===== src/rtl/down_seq.sv =====
// -----------------------------------------------------------------------------
// down_seq -- beat sequencer for the 64-to-32/16/8 bit DBUS downsizing mux.
//
// A write phrase transfer of a given data size is split into beats that match
// the target bus width. For each beat the sequencer drives the mux select
// lines (dmuxd) with the byte offset of that beat. It then waits for the bus
// cycle logic to ack the beat.
//
// Optional feature: define DOWN_SEQ_TIMEOUT_EN to enable the stall timeout.
// A beat that stays un-acked for TIMEOUT_CYCLES consecutive cycles aborts the
// transfer with a one-cycle err pulse. Without the macro, err is tied to 0.
//
// Ports:
//   sys_clk    in   system clock, rising edge
//   reset      in   synchronous active-high reset
//   req        in   transfer request, level-sampled in IDLE only
//   size [1:0] in   data size code: 0=8, 1=16, 2=32, 3=64 bit
//   bwidth[1:0]in   bus width code: 0=8, 1=16, 2=32 bit (3 is treated as 32)
//   addr [2:0] in   byte offset of the transfer within the 64-bit phrase
//   ack        in   bus has taken the current beat
//   accept     out  one-cycle pulse when a request is latched
//   busy       out  high while beats are being sequenced
//   beat_valid out  a beat is presented on the bus
//   dmuxd[2:0] out  mux selects, byte offset of the current beat
//   last       out  current beat is the final one
//   done       out  one-cycle completion pulse
//   err        out  one-cycle timeout pulse
// -----------------------------------------------------------------------------
module down_seq #(
   parameter int TIMEOUT_CYCLES = 16
) (
   input  logic       sys_clk,
   input  logic       reset,
   input  logic       req,
   input  logic [1:0] size,
   input  logic [1:0] bwidth,
   input  logic [2:0] addr,
   input  logic       ack,
   output logic       accept,
   output logic       busy,
   output logic       beat_valid,
   output logic [2:0] dmuxd,
   output logic       last,
   output logic       done,
   output logic       err
);

`ifdef DOWN_SEQ_TIMEOUT_EN
   typedef enum logic [1:0] {IDLE, XFER, DONE, ERR} state_t;
`else
   typedef enum logic [1:0] {IDLE, XFER, DONE} state_t;
`endif

   state_t state, next_state;

   // Latched transfer state.
   logic [1:0] bw_q;        // effective bus width code, 0..2
   logic [2:0] cur_off;     // byte offset of the current beat
   logic [3:0] beats_left;  // beats still to be acked, 1..8

   // Request decode.
   logic [1:0] bw_eff;
   logic [2:0] off_in;
   logic [3:0] beats_in;
   logic [2:0] bb_step;

   // Mask that clears the byte-offset bits below a power-of-two width code.
   // A 64-bit width (code 3) clears every bit.
   function automatic logic [2:0] low_mask(input logic [1:0] code);
      case (code)
         2'd0:    low_mask = 3'b111;
         2'd1:    low_mask = 3'b110;
         2'd2:    low_mask = 3'b100;
         default: low_mask = 3'b000;
      endcase
   endfunction

   always_comb begin
      // NOTE: every always_comb output gets a default first, so no path can leave it unassigned and infer a latch.
      bw_eff   = (bwidth == 2'd3) ? 2'd2 : bwidth;
      off_in   = addr & low_mask(size);
      beats_in = 4'd1;
      if (size > bw_eff)
         beats_in = 4'd1 << (size - bw_eff);
      bb_step  = 3'd1 << bw_q;
   end

`ifdef DOWN_SEQ_TIMEOUT_EN
   logic [7:0] stall_cnt;
   logic       stall_hit;

   // The stall counter clears when XFER is entered and on every ack.
   always_ff @(posedge sys_clk) begin
      if (reset)
         stall_cnt <= '0;
      else if (state == XFER && !ack)
         stall_cnt <= stall_cnt + 8'd1;
      else
         stall_cnt <= '0;
   end

   // The counter reaches TIMEOUT_CYCLES on this edge, so the abort happens now.
   assign stall_hit = (stall_cnt == 8'(TIMEOUT_CYCLES - 1));
`endif

   // State register.
   always_ff @(posedge sys_clk) begin
      // NOTE: sequential state uses non-blocking assignments, so every flop samples pre-edge values.
      if (reset)
         state <= IDLE;
      else
         state <= next_state;
   end

   // Next-state logic.
   always_comb begin
      next_state = state;
      case (state)
         IDLE: if (req) next_state = XFER;
         XFER: begin
            if (ack) begin
               if (beats_left == 4'd1)
                  next_state = DONE;
            end
`ifdef DOWN_SEQ_TIMEOUT_EN
            else if (stall_hit) begin
               next_state = ERR;
            end
`endif
         end
         DONE:    next_state = IDLE;
         default: next_state = IDLE;
      endcase
   end

   // Transfer datapath.
   always_ff @(posedge sys_clk) begin
      // NOTE: these registers are reset because a restarted sequencer must not carry offsets from an aborted transfer.
      if (reset) begin
         bw_q       <= '0;
         cur_off    <= '0;
         beats_left <= '0;
      end else if (state == IDLE && req) begin
         bw_q       <= bw_eff;
         cur_off    <= off_in;
         beats_left <= beats_in;
      end else if (state == XFER && ack && beats_left > 4'd1) begin
         // A 3-bit add wraps mod 8, which keeps the offset inside the phrase.
         cur_off    <= cur_off + bb_step;
         beats_left <= beats_left - 4'd1;
      end
   end

   // Output logic.
   always_comb begin
      accept     = 1'b0;
      busy       = 1'b0;
      beat_valid = 1'b0;
      dmuxd      = 3'd0;
      last       = 1'b0;
      done       = 1'b0;
      err        = 1'b0;
      case (state)
         // Gate with reset so that no accept is shown for a request that will not be latched.
         IDLE: accept = req & ~reset;
         XFER: begin
            busy       = 1'b1;
            beat_valid = 1'b1;
            dmuxd      = cur_off & low_mask(bw_q);
            last       = (beats_left == 4'd1);
         end
         DONE: done = 1'b1;
`ifdef DOWN_SEQ_TIMEOUT_EN
         ERR:  err  = 1'b1;
`endif
         default: ;
      endcase
   end

endmodule


===== config.mk =====
export PLATFORM = sky130hd
export DESIGN_NAME = down_seq
export DESIGN_NICKNAME = d
export VERILOG_FILES = /design/src/rtl/down_seq.sv
export SDC_FILE = /design/constraint.sdc
export NUM_CORES = 1
export LEC_CHECK = 0
export CAP_MARGIN = 15
export CORE_MARGIN = 8
export CORE_UTILIZATION = 55
export CTS_BUF_LIST = sky130_fd_sc_hd__clkbuf_8
export DETAILED_ROUTE_END_ITERATION = 8
export GPL_TIMING_DRIVEN = 0
export PLACE_DENSITY = 0.83
export SYNTH_ARGS = -nofsm -noshare
export SYNTH_HDL_FRONTEND = slang
export SYNTH_SLANG_ARGS = --single-unit

===== constraint.sdc =====
create_clock -name sys_clk -period 2.95 [get_ports sys_clk]
set_input_delay 0.59 -clock sys_clk [delete_from_list [all_inputs] [get_ports sys_clk]]
set_output_delay 0.59 -clock sys_clk [all_outputs]
set_load 0.01 [all_outputs]

==> results by group, run 1 <==
Placed design
  • Port Buf Inserts: 16
  • Placer congestion estimate: 0.763
  • HPWL after DPL: 1560 um
  • Post-Place Cells: 138

Drt
  • DRT Pass-1 Iters: 4
  • WL/cell: 14.3 um
  • Via count: 792
  • Detailed-route DRC error count: 0
  • Post-route ant nets: 0
  • Routed wire length: 2030 um
  • Iter 0 DRT Violations: 9
  • DR vias/cell: 5.58

Clock network
  • CTS tree: done
  • Clock Sink Count: 11
  • CTS clk-pin slew, worst paths: 0.05 ns
  • Root buf cell: clkbuf_8
  • Later-pin clock latency in the skew report: 0.24 ns
  • Hold buffers post-CTS: 0
  • Num CTS Buffers: 3
  • PostCTS Resize Cnt: 0
  • Post-CTS Setup Inserts: 0
  • Longest Clk Path Bufs: 2
  • CTS H-tree lvls: 1

Timing
  • Max Slew Vio Count: 0
  • Final worst path period share: 93.3%
  • Period minus WS final: 2.75 ns
  • Setup Viol. Count Final: 0
  • Max transition margin: 66.5%
  • Min Hold Slack: 0.492 ns
  • RSZ-0062 raised after global routing: no
  • Final hold violations: 0
  • Fmax: 363 MHz
  • Worst-margin pin slew: 0.502 ns
  • Setup_tns: 0 ns
  • Setup Skew: 0.00415 ns

Yosys
  • Netlist Area Pre-Place: 875 um2
  • Synth Area in Compound Gates: 17.7%
  • Synthesized net count: 123
  • Simple-Gate Fraction of Synth Area: 31.6%
  • Adder-cell share of the synthesized area: 9.44%
  • Post-synthesis mux area share: 2.29%
  • Ys Warns: 0
  • Post-synth EDFFs: 0
  • Commonest cells in the netlist: dfxtp_1 (11), nand2_1 (11), inv_1 (8), nor2_1 (7), a21oi_1 (6)
  • Netlist cell types: 44
  • Largest family of logic cells by synthesized area: simple AND/OR/NAND/NOR gates
  • Synth async-reset ratio: 0%
  • Post-synth top area share: 25.2%
  • Syn avg cell area: 8.25 um2
  • Synth area leaders: dfxtp_1 (25%), ha_1 (7.2%), nand2_1 (4.7%), a21oi_1 (3.4%), inv_1 (3.4%)
  • Yosys top cell by area: dfxtp_1
  • Synthesis-stage register bit count: 11
  • Register area share after synthesis: 25.2%
  • Synth Area in XOR/XNOR: 4.01%
  • Primary FF master, synth: dfxtp_1
  • Gate Count Post-Synth: 106

Power and ir drop
  • VDD IR max: 292 uV
  • Total power: 457 uW
  • Leak: 0.455 nW
  • Clock share of power: 33.2%
  • Psw: 138 uW
  • Sw Ratio: 30.3%
  • Cell internal pwr: 319 uW
  • Combinational power share: 29.1%
  • Sequential share of power: 37.7%
  • Power Dens Cells: 416 mW/mm2

Setup path
  • CP max-delay cell: clkdlybuf4s50_1
  • CP startpoint: reset
  • Worst path cell trace: clkdlybuf4s50_1 > buf_1 > nor2_1 > clkdlybuf4s50_1
  • CP max FO: 10
  • CP max stage delay: 0.55 ns
  • Worst setup endpoint: accept
  • Crit. End Element: output pin
  • WP data required: 2.36 ns
  • WS Path Type: in -> out
  • Worst r2r src: bw_q[1]
  • Reg2reg setup slack: 1.20 ns
  • Most frequent CP cell: clkdlybuf4s50_1
  • Reg2reg end: cur_off[2]
  • Worst reg2reg path depth: 7
  • Critical path startpoint category: primary input
  • Worst EP arrival: 2.16 ns

Layout
  • P&R area growth vs syn: 25.8%
  • Layout Cells excl Fill: 142
  • NumNets Final: 144
  • Ant diodes: 0
  • Layout cells sized above 1: 14.3%

Global route
  • Grt ovf: 0
  • Global-route wire length before repair: 3480 um
  • Largest net degree at the start of global routing: 11
  • Initial antenna violation count: 0
  • Met2 usage: 20.0%
  • Grt met3 use: 4.11%
  • GRT met1 Usage: 15.8%
  • Gr busiest metal: met2
  • Vias in the first global route: 755
  • Total track usage: 13.0%

Hold path
  • HP Class: reg -> reg

Die
  • IO Count: 20
  • Cell Rows: 14
  • Core area: 0.00151 mm2
  • Starting density of the core: 58.1%
  • Die W: 55.9 um
  • Die Area: 0.00312 mm2
  • Chip height: 55.9 um

Run status
  • Status: finished, final reports clean

Run
  • Max-Cap Viols: 0
layer usage:
metal / wire length [um] / vias up / part of all wire (%)
li1: - / 408 / -
met1: 925 / 361 / 45
met2: 944 / 18 / 46
met3: 118 / 5 / 5.8
met4: 44 / 0 / 2.2
met5: 0 / - / 0
critical path: cells and delay by family:
| family | cells | cell delay (ns) |
|---|---|---|
| buffers and inverters | 3 | 1.47 |
| AND/OR/NAND/NOR | 1 | 0.10 |
worst min-delay path by stage:
stage	end	start	depth (start not counted)	slack [ns]
floorplan	cur_off[0]	cur_off[0]	2	0.46
global placement	cur_off[0]	cur_off[0]	2	0.47
detailed placement	cur_off[0]	cur_off[0]	2	0.49
CTS	cur_off[0]	cur_off[0]	2	0.50
global route	cur_off[0]	cur_off[0]	2	0.52
finish	cur_off[0]	cur_off[0]	2	0.49
state kept, by name, indices dropped and copies added, names as in the netlist:
name        cells
bw_q            2
cur_off         3
state           2
beats_left      4
stage by stage:
step           util [%]  setup WS (ns)  cell area, um2
4_1_cts            73.0          0.190            1100
3_3_place_gp       70.0          0.200            1050
5_1_grt            73.0         0.0691            1100
6_report           73.0          0.198            1100
3_5_place_dp       70.0          0.188            1050
2_1_floorplan         -          0.885             875
cells in the final DEF, fill, tap and decap left out, types with 2 or more instances in the layout:
master / n
nand2_1: 11
a21oi_1: 6
nor3b_1: 2
xnor2_1: 3
and2b_2: 2
clkbuf_8: 3
dfxtp_1: 11
nand3_1: 2
buf_6: 2
mux2i_1: 2
o31ai_1: 2
a21o_1: 2
clkdlybuf4s50_1: 16
and3_1: 3
inv_1: 9
nor2b_1: 4
nand3b_1: 2
ha_1: 5
buf_4: 2
a211oi_1: 2
nor3_1: 4
nor2_1: 7
kinds of logic after synthesis:
kind of cell,after synthesis
AO/OA/AOI/OAI,21
XOR/XNOR,4
adder cells (fa/ha/maj),6
buffers and inverters,15
flip-flops,11
multiplexers,2
other,1
AND/OR/NAND/NOR,46
cell type report:
| cell class | count | area, um2 |
|---|---|---|
| clock buffer | 3 | 41.3 |
| clock inverter | 1 | 3.75 |
| fill | 118 | 407 |
| multi-input combinational | 80 | 573 |
| tap | 16 | 20.0 |
| sequential | 11 | 220 |
| buffer | 7 | 51.3 |
| timing repair buffer | 16 | 160 |
| inverter | 8 | 30.0 |
power groups by stage:
stage	combinational, mW	sequential (mW)	clock [mW]
final	0.133	0.172	0.152
after global routing	0.149	0.174	0.160
after CTS	0.133	0.172	0.154
after detailed placement	0.132	0.175	0
after global placement	0.129	0.174	0
after floorplan	0.0928	0.172	0
Note: power is estimated with default switching activity, not from simulation.
==> run 2: changes to the inputs <==
ABC_AREA = 1   (was not set)
CORE_UTILIZATION = 51   (was 55)
PLACE_DENSITY = 0.78   (was 0.83)
clock period = 2.55 ns   (was 2.95 ns; I/O delays follow)
==> results by group, run 2 <==
Layout
  • Largest regs: beats_left: 4 flops, cur_off: 3 flops
  • Commonest non-fill, non-tap cell in the layout: inv_1
  • Ant diodes: 0
  • Fillers: 144
  • Layout Cells excl Fill: 184
  • Area taken by multi-input logic gates: 532 um2
  • NumNets Final: 185
  • Reg area: 220 um2
  • P&R area growth vs syn: 27.7%
  • Max reg flops: 4
  • Utilization after layout: 67.9%
  • Most frequent cells in the layout: inv_1 (30), nor2_1 (27), nand2_1 (24)
  • Most flops, register: beats_left
  • Final instance area: 0.00115 mm2
  • Layout cells sized above 1: 8.98%

Yosys
  • Gate Count Post-Synth: 145
  • Post-synth top area share: 24.5%
  • Synth async-reset ratio: 0%
  • Commonest cells in the netlist: inv_1 (29), nor2_1 (27), nand2_1 (24), o21ai_0 (12)
  • Netlist Area Pre-Place: 898 um2
  • Synthesis-stage register bit count: 11
  • Syn avg cell area: 6.20 um2
  • Synthesized net count: 162
  • Primary FF master, synth: dfxtp_1
  • Post-synth EDFFs: 0
  • Ys Warns: 0
  • Most numerous cell in the Yosys netlist: inv_1
  • Yosys top cell by area: dfxtp_1
  • Register area share after synthesis: 24.5%
  • Netlist cell types: 24
  • Synth area leaders: dfxtp_1 (25%), inv_1 (12%), nor2_1 (11%), nand2_1 (10%), ha_1 (7.0%)

Placed design
  • HPWL after DPL: 1740 um
  • Placer congestion estimate: 0.779
  • Post-Place Cells: 180
  • Port Buf Inserts: 18
  • Pre-CTS setup slack: 0.0301 ns
  • Placed Area: 0.00110 mm2

Power and ir drop
  • Sw Ratio: 35.8%
  • Psw: 228 uW
  • Cell internal pwr: 409 uW
  • Sequential share of power: 33.7%
  • Power Dens Cells: 555 mW/mm2
  • Leak: 0.593 nW
  • Total power: 636 uW
  • Combinational power share: 38.2%
  • Clock share of power: 28.2%
  • VDD IR max: 370 uV

Clock network
  • Hold buffers post-CTS: 0
  • CTS tree: done
  • CTS H-tree lvls: 1
  • CTS clk-pin slew, worst paths: 0.05 ns
  • Longest Clk Path Bufs: 2
  • Later-pin clock latency in the skew report: 0.25 ns
  • Num CTS Buffers: 3
  • Clock Sink Count: 11
  • Root buf cell: clkbuf_8

Run status
  • Status: finished, final reports clean

Setup path
  • CP max stage delay: 0.51 ns
  • Reg2reg end: cur_off[2]
  • Reg2reg setup slack: 0.84 ns
  • CP Buf/Inv Count: 3
  • CP top delay family: buffers and inverters
  • WS Path Type: in -> out
  • CP max-delay cell: clkdlybuf4s50_1
  • Worst r2r src: bw_q[1]
  • Crit. End Element: output pin
  • Worst reg2reg path depth: 10
  • CP max FO: 10
  • Critical path startpoint category: primary input
  • Worst EP arrival: 1.63 ns
  • WP data required: 2.04 ns
  • Worst path cell trace: clkdlybuf4s50_1 > nand3_2 > buf_4 > nor2_1 > dlymetal6s2s_1

Die
  • Chip height: 58.0 um
  • IO Count: 20
  • Core area: 0.00169 mm2
  • Die Area: 0.00336 mm2
  • Starting density of the core: 53.2%
  • Die W: 58.0 um
  • Cell Rows: 15

Global route
  • Grt ovf: 0
  • Largest net degree at the start of global routing: 11
  • Global-route wire length before repair: 3810 um
  • Total track usage: 14.5%
  • Vias in the first global route: 895
  • Initial antenna violation count: 0

Timing
  • RSZ-0062 raised after global routing: no
  • Final worst path period share: 84.0%
  • Setup Viol. Count Final: 0
  • Max Slew Vio Count: 0
  • Min Hold Slack: 0.521 ns
  • Period minus WS final: 2.14 ns
  • Setup_tns: 0 ns
  • Fmax: 467 MHz
  • Setup Skew: 0.00363 ns
  • Final hold violations: 0
  • Setup WS post-layout: 0.409 ns

Drt
  • Routed wire length: 2170 um
  • Post-route ant nets: 0
  • WL/cell: 11.8 um
  • DR vias/cell: 5.08
  • Detailed-route DRC error count: 0
  • DRT Pass-1 Iters: 4
  • Via count: 935
  • Iter 0 DRT Violations: 18

Hold path
  • Hold path start: beats_left[1]
  • HP Class: reg -> reg
  • Hold Path End: beats_left[1]
  • Worst hold path depth: 2

Run
  • Max-Cap Viols: 0
-- run 2: cell types whose count changed after synthesis, sizes merged, moves of 3 or more --
cell | previous run | this run
o21ai | 0 | 14
a21oi | 6 | 2
nor2b | 4 | 0
inv | 8 | 30
nor3b | 3 | 0
a211oi | 3 | 0
nand3 | 2 | 13
nor2 | 7 | 29
nand2 | 12 | 26
and3 | 4 | 0
nand4 | 0 | 3
-- run 2: area by class of cell --
| cell class | count | share of cell area (%) |
|---|---|---|
| repair buffers | 18 | 15.9 |
| clock inverters | 1 | 0.327 |
| clock buffers | 3 | 3.60 |
| flip-flops and latches | 11 | 19.2 |
| well taps | 17 | 1.85 |
| inverters | 30 | 9.81 |
| multi-input cells | 100 | 46.3 |
| plain buffers | 4 | 2.94 |
-- run 2: worst min-delay path: stages, from the launching register on --
cell	delay [ns]
dfxtp_1	0.32
o21ai_0	0.08
nor2_1	0.09
-- run 2: how the worst max path moves through the flow --
| stage | start | endpoint | slack (ns) | cells after the start |
|---|---|---|---|---|
| global route | state[0] | dmuxd[1] | 0.29 | 5 |
| CTS | req | accept | 0.02 | 5 |
| detailed placement | req | accept | 0.03 | 5 |
| finish | req | accept | 0.41 | 5 |
| floorplan | bw_q[1] | cur_off[2] | 0.99 | 10 |
| global placement | req | accept | 0.04 | 5 |
-- run 2: metal layers --
metal / vias up / GRT usage (%) / part of all wire (%)
li1: 490 / - / -
met1: 412 / 16.3 / 45
met2: 28 / 23.6 / 46
met3: 5 / 3.53 / 6.4
met4: 0 / 10.1 / 2.5
met5: - / 0 / 0
-- run 2: cell families (layout without fill, tap and decap cells) --
family	Yosys count	in the layout	share of synthesized area [%]
compound gates	17	17	10.2
xor+xnor	2	2	1.95
fa+ha+maj	6	6	9.19
buf+inv	34	56	16.3
flops	11	11	24.5
other cells	1	1	0.417
simple gates	74	74	37.5
-- run 2: what timing repair did --
item                       CTS  global route
resized for setup            0             1
setup endpoints to repair    0             1
buffers inserted             0             0
-- run 2: power groups by stage --
| stage | sequential [mW] | clock [mW] | combinational (mW) |
|---|---|---|---|
| 5_1_grt | 0.217 | 0.191 | 0.281 |
| 6_report | 0.214 | 0.179 | 0.243 |
| 3_3_place_gp | 0.216 | 0 | 0.233 |
| 2_1_floorplan | 0.213 | 0 | 0.175 |
| 4_1_cts | 0.214 | 0.184 | 0.244 |
| 3_5_place_dp | 0.218 | 0 | 0.244 |
